===== config.mk =====
export PLATFORM = sky130hd
export DESIGN_NAME = mips_cpu_divider
export DESIGN_NICKNAME = d
export VERILOG_FILES = /design/src/rtl/mips_cpu_divider.sv
export SDC_FILE = /design/constraint.sdc
export NUM_CORES = 1
export LEC_CHECK = 0
export ABC_AREA = 0
export BUFFER_PORTS_ARGS = -buffer_cell sky130_fd_sc_hd__buf_4
export CAP_MARGIN = 15
export CELL_PAD_IN_SITES_DETAIL_PLACEMENT = 1
export CELL_PAD_IN_SITES_GLOBAL_PLACEMENT = 1
export CORE_MARGIN = 1
export CORE_UTILIZATION = 40
export CTS_CLUSTER_SIZE = 30
export DETAILED_ROUTE_END_ITERATION = 8
export GPL_TIMING_DRIVEN = 1
export PLACE_DENSITY_LB_ADDON = 0.08
export SETUP_SLACK_MARGIN = 0.4
export SKIP_LAST_GASP = 1
export SLEW_MARGIN = 20
export SYNTH_ARGS = -nofsm -noshare
export SYNTH_HDL_FRONTEND = slang
export SYNTH_SLANG_ARGS = --single-unit

===== constraint.sdc =====
create_clock -name clk -period 4.3 [get_ports clk]
set_clock_uncertainty 0.15 [all_clocks]
set_input_delay 0 -clock clk [delete_from_list [all_inputs] [get_ports clk]]
set_output_delay 0 -clock clk [all_outputs]
set_load 0.03 [all_outputs]

===== src/rtl/mips_cpu_divider.sv =====
// Iterative restoring divider for MIPS DIV/DIVU, one quotient bit per clock.
// Owns the HI (remainder) and LO (quotient) registers, also written directly by MTHI/MTLO.
module mips_cpu_divider #(
  parameter int WIDTH = 32
) (
  input  logic             clk,
  input  logic             reset,
  input  logic             start,
  input  logic [5:0]       funct,
  input  logic [WIDTH-1:0] op1,
  input  logic [WIDTH-1:0] op2,
  input  logic             hi_we,
  input  logic             lo_we,
  output logic             busy,
  output logic             done,
  output logic [WIDTH-1:0] hi,
  output logic [WIDTH-1:0] lo
);

  // state  | meaning
  // S_IDLE | waiting for start; MTHI/MTLO accepted here
  // S_RUN  | one shift/subtract step per clock, WIDTH steps
  // S_FIX  | apply result signs, write HI/LO, pulse done
  typedef enum logic [1:0] {S_IDLE, S_RUN, S_FIX} state_t;

  localparam int CW = (WIDTH > 1) ? $clog2(WIDTH) : 1;

  localparam logic [5:0] FN_DIV  = 6'b011010;
  localparam logic [5:0] FN_DIVU = 6'b011011;

  state_t           state_q, state_d;
  logic [CW-1:0]    cnt_q, cnt_d;
  logic [WIDTH-1:0] rem_q, rem_d;
  logic [WIDTH-1:0] quo_q, quo_d;
  logic [WIDTH-1:0] dvs_q, dvs_d;
  logic             qneg_q, qneg_d;
  logic             rneg_q, rneg_d;
  logic [WIDTH-1:0] hi_q, hi_d;
  logic [WIDTH-1:0] lo_q, lo_d;
  logic             done_q, done_d;

  logic             is_div, is_divu, accept;
  logic             a_neg, b_neg, op2_zero;
  logic [WIDTH-1:0] a_abs, b_abs;
  logic [WIDTH:0]   shifted, diff;
  logic             ge;

  assign is_div   = (funct == FN_DIV);
  assign is_divu  = (funct == FN_DIVU);
  assign accept   = (state_q == S_IDLE) && start && (is_div || is_divu);
  assign a_neg    = is_div && op1[WIDTH-1];
  assign b_neg    = is_div && op2[WIDTH-1];
  assign op2_zero = (op2 == '0);
  // Negating the most negative value yields 2^(WIDTH-1) read as unsigned.
  assign a_abs    = a_neg ? -op1 : op1;
  assign b_abs    = b_neg ? -op2 : op2;

  // Remainder stays below the divisor, so WIDTH+1 bits hold the shifted trial.
  assign shifted  = {rem_q, quo_q[WIDTH-1]};
  assign ge       = (shifted >= {1'b0, dvs_q});
  assign diff     = shifted - {1'b0, dvs_q};

  always_comb begin
    state_d = state_q;
    cnt_d   = cnt_q;
    rem_d   = rem_q;
    quo_d   = quo_q;
    dvs_d   = dvs_q;
    qneg_d  = qneg_q;
    rneg_d  = rneg_q;
    hi_d    = hi_q;
    lo_d    = lo_q;
    done_d  = 1'b0;
    unique case (state_q)
      S_IDLE: begin
        if (accept) begin
          // With a zero divisor every step succeeds: quotient all ones and the
          // raw dividend shifts into the remainder, so skip the abs/sign path.
          quo_d   = op2_zero ? op1 : a_abs;
          rem_d   = '0;
          dvs_d   = b_abs;
          qneg_d  = !op2_zero && (a_neg ^ b_neg);
          rneg_d  = !op2_zero && a_neg;
          cnt_d   = '0;
          state_d = S_RUN;
        end else if (!start) begin
          if (hi_we) hi_d = op1;
          if (lo_we) lo_d = op1;
        end
      end
      S_RUN: begin
        rem_d = ge ? diff[WIDTH-1:0] : shifted[WIDTH-1:0];
        quo_d = {quo_q[WIDTH-2:0], ge};
        cnt_d = cnt_q + CW'(1);
        if (cnt_q == CW'(WIDTH-1)) state_d = S_FIX;
      end
      S_FIX: begin
        lo_d    = qneg_q ? -quo_q : quo_q;
        hi_d    = rneg_q ? -rem_q : rem_q;
        done_d  = 1'b1;
        state_d = S_IDLE;
      end
      default: state_d = S_IDLE;
    endcase
  end

  always_ff @(posedge clk or posedge reset) begin
    if (reset) begin
      state_q <= S_IDLE;
      cnt_q   <= '0;
      rem_q   <= '0;
      quo_q   <= '0;
      dvs_q   <= '0;
      qneg_q  <= 1'b0;
      rneg_q  <= 1'b0;
      hi_q    <= '0;
      lo_q    <= '0;
      done_q  <= 1'b0;
    end else begin
      state_q <= state_d;
      cnt_q   <= cnt_d;
      rem_q   <= rem_d;
      quo_q   <= quo_d;
      dvs_q   <= dvs_d;
      qneg_q  <= qneg_d;
      rneg_q  <= rneg_d;
      hi_q    <= hi_d;
      lo_q    <= lo_d;
      done_q  <= done_d;
    end
  end

  assign busy = (state_q != S_IDLE);
  assign done = done_q;
  assign hi   = hi_q;
  assign lo   = lo_q;

endmodule


* After elaboration in Yosys (flattened, before gate mapping)
Index checks and enable logic that the tools add are counted.
** Storage, ports and cells
- Word-level logic and storage cells :: 71
- Output and inout bits :: 66
- Flip-flop bits (word level) :: 170
- Input bits :: 75
** Cells by class
- Order comparisons :: 1
- Reductions and logical operators :: 18
- $add $sub $neg :: 6
- Bitwise operators :: 1
- Equal/unequal tests :: 11
- Mux-type cells :: 24
** Operators with widths (count)
- $mux 32 :: 14
- $pmux 32 s2 :: 4
- $neg 32->32 :: 4
- $ge 33x32->1 :: 1
- $logic_not 32->1 :: 1
- $sub 32x32->32 :: 1
- $eq 6x5->1 const B :: 2
- $ne 2x2->1 const B :: 6
- $pmux 5 s2 :: 1
- $reduce_and 4->1 :: 2
- $logic_and 1x1->1 :: 6
- $reduce_and 2->1 :: 3
- $reduce_bool 2->1 :: 3
- $add 5x1->5 const B :: 1
- $eq 5x5->1 const B :: 1
- $mux 5 :: 1
- $mux 2 :: 2
- $pmux 2 s2 :: 1
- $eq 2x1->1 const B :: 1
- $eq 2x2->1 const B :: 1
- $logic_not 2->1 :: 1
- $logic_not 1->1 :: 1
- $logic_or 1x1->1 :: 1
- $mux 1 :: 1
- $xor 1x1->1 :: 1

* Depth between registers and ports, before layout
Gate-level depths: netlist of the first run.
- Word-level depth :: 6
- Depth in mapped cells :: 13
- Depth with buffers taken out :: 13

* Worst setup path before layout of the first run
Ideal clock, no wire load.
- Kind :: reg-to-reg
- Start point :: register quo_q[31]
- End point :: register rem_q[30]
- Stages on the path, launching flop included :: 14
- Path buffers :: 0
- Required time :: 4084 ps
- Arrival time :: 3121 ps
- Path slack :: 963 ps
- Cell sequence :: dfrtp_1 inv_1 ha_1 inv_1 fa_1 a21o_1 a221oi_1 a2bb2oi_1 a21boi_0 o31ai_1 a211o_1 a311oi_1 mux2_2 nand2_1
** On the way
- Longest elaborated chain between the ends :: 3
- Elaborated cells on any way between the ends :: 4
- Those cells by class :: 1 x add/sub; 1 x order compare; 2 x mux
** RTL lines
- start, declared :: line 34 : logic [WIDTH-1:0] quo_q, quo_d;
- start signal, assigned :: line 123 : quo_q <= quo_d;
- $sub 32x32->32 or $ge 33x32->1 (tied branches) :: line 61, 60
- $mux 32 (*) :: line 92 : rem_d = ge ? diff[WIDTH-1:0] : shifted[WIDTH-1:0];
- $pmux 32 s2 (*) :: line 74 : unique case (state_q)
- end signal, assigned :: line 122 : rem_q <= rem_d;
- end, declared :: line 33 : logic [WIDTH-1:0] rem_q, rem_d;
Mark *: on every way between the ends. The rest lies on a longest branch, timed or not.
A chain may end at the register's enable or synchronous reset.

* Worst setup path in the final report of the first run
Ends and elaborated chain as after synthesis.

==> impl_metrics.yaml, run 1 <==
status:
  status: "completed"
logic_synthesis:
  avgSynthCellArea_um2: 8.31
  synth_seq_cells: 170
  synth_xor_area_share_pct: 11.3
  synth_top_area_share_pct: 37.4
  yosysMostFrequentCell: "dfrtp_1"
  ys.flop_type: "dfrtp_1"
  yosysSeqAreaShare_pct: 37.4
  synth_area_um2: 11400
  synth_mux_area_share_pct: 0.891
  syn_inst: 1369
  yosys_warnings: 0
  synth_fa_ha_area_share_pct: 4.35
  synthSimpleGateAreaFrac_pct: 17.4
  synthTopCellsByCount: "170 x dfrtp_1, 164 x nand2_1, 144 x o21ai_0"
  synth_compound_area_share_pct: 23.9
  syn_nets: 1483
  synth_cell_type_count: 62
  synthArstFlopShare_pct: 100
  synth_largest_area_cell: "dfrtp_1"
  synth_top_family_by_area: "compound AO/OA/AOI/OAI gates"
  synth_area_leaders: "dfrtp_1 37%, o21ai_0 6.3%, xnor2_1 6.2%, nand2_1 5.4%, xor2_1 5.2%"
  synth-edff-count: 0
clocking:
  cts_buffers: 17
  clk_pin_slew_ps: 80
  cts_max_level: 4
  cts.sinks: 170
  clockBufferDepth: 2
  clk_latency_ps: 440
  tritoncts: "yes"
  cts_setup_buffers: 0
  cts-root-buf: "clkbuf_16"
final_layout:
  area_growth_pct: 25.7
  multi_input_area_um2: 6630
  drive_gt1_share_pct: 13.7
  antenna_cells: 0
  regArea_um2: 4250
  nFillCells: 3309
  design_area_um2: 14300
  nNetsFinal: 1668
pwr:
  leakage_uw: 0.00608
  power.total_uw: 8830
  combPwrFrac_pct: 50.8
  p_int_uw: 4800
  powerDensity_nw_per_um2: 617
  swShare_pct: 45.6
  p_seq_share_pct: 31.1
  irDropWorstVdd_mv: 0.278
  clkPwrFrac_pct: 18.2
  p_switching_uw: 4030
timing:
  rsz0062_at_grt: "yes"
  setup_tns_ps: 0
  fin_crit_sh_pct: 85.7
  tightest_slew_ps: 994
  hold_viol_final: 0
  finalSetupViolations: 0
  slew_headroom_pct: 33.7
  period_needed_ps: 3680
  max_freq_mhz: 271
  slew_violations: 0
grt:
  grt_overflow: 0
  grt_max_degree: 137
  antenna_found_initial: 0
  grt_pass1_vias: 11100
  grt.total_usage_pct: 26.1
  grt_pass1_wl_mm: 59.5
worst_setup_path:
  worstPathMaxFanout: 3
  timing.rr.start: "quo_q[31]$_DFFE_PP0P_"
  cp_data_arrival_time_ps: 3910
  critPathKind: "flip-flop to flip-flop"
  start_kind: "flip-flop"
  worstSetupStartpoint: "quo_q[31]$_DFFE_PP0P_"
  cp.required_ps: 4520
  endpoint_kind: "flip-flop"
  reg2regPathDepth: 13
drt:
  antenna_left: 0
  via_per_inst: 5.55
  wirelength_mm: 36.7
  wl_per_cell_um: 18.8
  route.detailed.drc: 0
  drt_pass1_iterations: 5
  detailroute.via_count: 10800
  drtIter0Drc: 678
floorplanning:
  dieArea_um2: 29100
  ioPinCount: 141
  chipHeight_um: 171
  die_w_um: 171
  num_rows: 61
  initial_core_util_pct: 40.8
  core_area_um2: 27900
placed_design:
  io_buffers: 140
  dpl_cell_area_um2: 12700
  gp_congestion: 0.875
  hpwl_mm: 26.1
min_path:
  holdCritPathClass: "input port to async pin"
job:
  maxCapViolCount: 0
final cells by class:
class                   count  area share [%]
clock inverters            15            1.24
clock buffers              17            2.97
multi-input cells        1060            46.3
flip-flops and latches    170            29.7
inverters                  55            1.47
well taps                 378            3.31
repair buffers            250            14.9
state kept, by name (all words and copies together), names as in the netlist:
name,flops
state_q,2
rneg_q,1
cnt_q,5
quo_q,32
hi,32
done,1
rem_q,32
lo,32
qneg_q,1
dvs_q,32
worst paths after layout:
check                      slack [ps]                    end
max                               620  rem_q[30]$_DFFE_PP0P_
min                               100  dvs_q[10]$_DFFE_PP0P_
max reg2reg                       620  rem_q[30]$_DFFE_PP0P_
min reg2reg                       330     lo[11]$_DFFE_PP0P_
max in group asynchronous        2680     hi[20]$_DFFE_PP0P_
min in group clk                  110  dvs_q[18]$_DFFE_PP0P_
layout by cell type, fill, tap and decap left out, types with 8 or more instances in the layout:
cell type	synthesis	final
a21oi_1	74	73
nand3_1	45	45
nand2b_1	24	23
o21ai_1	18	18
ha_1	38	38
xor2_1	67	67
dlygate4sd3_1	0	94
xnor2_1	80	80
a21o_1	24	24
buf_4	0	154
o41ai_1	16	16
a211oi_1	16	16
o211ai_1	8	8
mux2i_1	9	9
nor2_1	111	110
inv_1	55	54
nor4_1	9	9
a22oi_1	38	38
o21ai_0	144	144
o31ai_1	63	63
nand2_1	164	164
dfrtp_1	170	170
clkbuf_16	0	17
or4_1	10	10
nor3_1	20	19
metal layers:
metal / wire, µm / vias to the layer above / GRT usage, %
met4: 526 / 0 / 6.11
met2: 18500 / 186 / 46.2
met1: 16600 / 5345 / 33.8
met5: 0 / - / 0
met3: 1050 / 30 / 3.10
li1: - / 5231 / -
cells by family after synthesis:
group	Yosys count
compound gates	435
xor+xnor	147
fa+ha+maj	39
buf+inv	139
flops	170
mux	10
simple gates	429
per-stage QoR:
stage | std cells | hold WS [ps] | worst slack [ps] | util [%]
4_1_cts | 1945 | 93.9 | 435 | 51.3
5_1_grt | 1945 | 126 | 382 | 51.3
3_5_place_dp | 1819 | 35.5 | 541 | 45.7
6_report | 1945 | 95.6 | 617 | 51.3
3_3_place_gp | 1819 | 38.3 | 542 | 45.7
2_1_floorplan | 1369 | -21.2 | 963 | -
power by group through the flow:
stage,registers (µW),clock network (µW),logic (µW)
finish,2740,1600,4480
global route,2820,1690,5000
CTS,2730,1630,4470
detailed placement,2770,0,4360
global placement,2730,0,4270
floorplan,2790,0,2940
what timing repair did:
item	4_1_cts	5_1_grt
setup endpoints to repair	0	18
resized for setup	0	4
hold buffers	94	0
hold endpoints to repair	160	0
worst max-delay path, cell delays in order, from the launching register on:
cell	delay, ps
dfrtp_1	390
inv_1	90
ha_1	160
inv_1	50
fa_1	390
a21o_1	200
a221oi_2	300
a2bb2oi_1	170
a21boi_0	450
o31ai_1	220
a211o_1	330
a311oi_1	310
mux2_2	370
nand2_1	60
Power figures use the tool's default switching activity.
==> run 2, diff against run 1 <==
Settings changed: CORE_MARGIN 1 to not set, RECOVER_POWER set to 25.
==> impl_metrics.yaml, run 2 (same netlist as run 1, synthesis figures left out) <==
worst_setup_path:
  rrSetupSlack_ps: 630
  cp_slowest_cell: "dlygate4sd3_1"
  critPathMaxStageDelay_ps: 560
  start_kind: "input port"
  cp_data_arrival_time_ps: 3880
  endpoint_kind: "flip-flop"
  cp_top_family: "simple AND/OR/NAND/NOR gates"
  critPathKind: "input port to flip-flop"
  cp_num_buf_inv: 3
  worstPathMaxFanout: 8
  cp.required_ps: 4490
  crit_chain: "dlygate4sd3_1 -> buf_4 -> or4_4 -> or4_4 -> nor4_4 -> nand3b_2 -> o21a_1 -> nand2_1 -> a21oi_1 -> xnor2_1 -> dlygate4sd3_1 -> o21ai_0"
final_layout:
  post-route-util_pct: 50.4
  nFillCells: 3347
  multi_input_area_um2: 6630
  area_growth_pct: 23.5
  layout_commonest_cell: "dfrtp_1"
  drive_gt1_share_pct: 9.44
  fin_cells: 1945
  final_cell_mix: "170 x dfrtp_1, 164 x nand2_1, 144 x o21ai_0, 110 x nor2_1, 94 x dlygate4sd3_1"
  antenna_cells: 0
  nNetsFinal: 1668
  design_area_um2: 14000
  regArea_um2: 4250
timing:
  finalSetupViolations: 0
  max_freq_mhz: 271
  fin_crit_sh_pct: 85.8
  hold_viol_final: 0
  setup_tns_ps: 0
  period_needed_ps: 3690
  rsz0062_at_grt: "yes"
  slew_violations: 90
  tightest_slew_ps: 2280
  slew_headroom_pct: -51.7
clocking:
  clk_latency_ps: 450
  cts_buffers: 17
  clockBufferDepth: 2
  cts-root-buf: "clkbuf_16"
  cts_max_level: 4
  clk_pin_slew_ps: 70
  tritoncts: "yes"
  cts.sinks: 170
status:
  violations: "max-capacitance violations, max-slew violations"
  status: "complete, but fails checks"
floorplanning:
  core_area_um2: 27900
  num_rows: 61
  initial_core_util_pct: 40.8
  dieArea_um2: 29100
  die_w_um: 171
  chipHeight_um: 171
  ioPinCount: 141
grt:
  antenna_found_initial: 0
  grt_pass1_wl_mm: 59.5
  grt.total_usage_pct: 26.1
  grt_max_degree: 137
  grt_overflow: 0
  grt_pass1_vias: 11100
pwr:
  power.total_uw: 8720
  powerDensity_nw_per_um2: 621
  irDropWorstVdd_mv: 0.280
  leakage_uw: 0.00583
drt:
  wirelength_mm: 36.7
  wl_per_cell_um: 18.8
  antenna_left: 0
  drtIter0Drc: 627
  drt_pass1_iterations: 5
  route.detailed.drc: 0
  detailroute.via_count: 10800
  via_per_inst: 5.57
min_path:
  holdCritPathClass: "input port to flip-flop"
placed_design:
  io_buffers: 140
  dpl_cell_area_um2: 12700
  hpwl_mm: 26.1
  gp_congestion: 0.875
  dp_cells: 1819
job:
  maxCapViolCount: 2
-- run 2: cell types whose count changed in the layout (fill, tap and decap cells not counted) --
cell	delta
clkinvlp_4	-1
clkinvlp_2	+1
clkbuf_1	+67
clkbuf_4	+1
buf_4	-68
-- run 2: what timing repair did --
item	CTS	global route
resized for setup	0	4
hold buffers	94	0
buffers inserted	0	0
hold endpoints to repair	160	0
setup endpoints to repair	0	18
-- run 2: path summary, 6_finish.rpt --
kind	to	cells after the start	start
setup / recovery	quo_q[4]$_DFFE_PP0P_	12	op2[14]
hold / removal	dvs_q[18]$_DFFE_PP0P_	6	op2[13]
setup reg to reg	rem_q[30]$_DFFE_PP0P_	13	quo_q[31]$_DFFE_PP0P_
hold reg to reg	lo[11]$_DFFE_PP0P_	2	lo[11]$_DFFE_PP0P_
max in group asynchronous	hi[20]$_DFFE_PP0P_	4	reset
min in group asynchronous	dvs_q[10]$_DFFE_PP0P_	3	reset
-- run 2: area by class of cell --
class	instances	area share, %
multi-input cells	1060	47.2
flip-flops and latches	170	30.3
repair buffers	250	13.4
well taps	378	3.37
clock buffers	17	3.03
inverters	55	1.48
clock inverters	15	1.26
-- run 2: metrics by stage --
stage                     hold slack, ps  worst slack [ps]
after floorplan                    -21.2               963
after global placement              38.3               542
after detailed placement            35.5               541
after CTS                           93.9               435
after global routing                 126               298
final                                112               612
-- run 2: report_power, final --
| part | switching, µW | leakage [µW] | internal [µW] |
|---|---|---|---|
| sequential | 656 | 0.00215 | 2090 |
| clock | 770 | 0.000296 | 836 |
| combinational | 2600 | 0.00339 | 1770 |
| total | 4020 | 0.00583 | 4700 |
-- run 2: metal layers --
layer | GRT usage [%] | share of wire [%] | vias to the layer above | wire, µm
met5 | 0 | 0 | - | 0
met1 | 33.8 | 45 | 5359 | 16500
met3 | 3.10 | 3.1 | 37 | 1150
met4 | 6.11 | 1.7 | 0 | 617
li1 | - | - | 5238 | -
met2 | 46.2 | 50 | 209 | 18400
-- run 2: worst min-delay path: stages --
cell,delay [ps]
buf_4,90
or4_4,130
nor3_1,40
a21oi_1,160
xnor2_1,150
o21ai_0,80
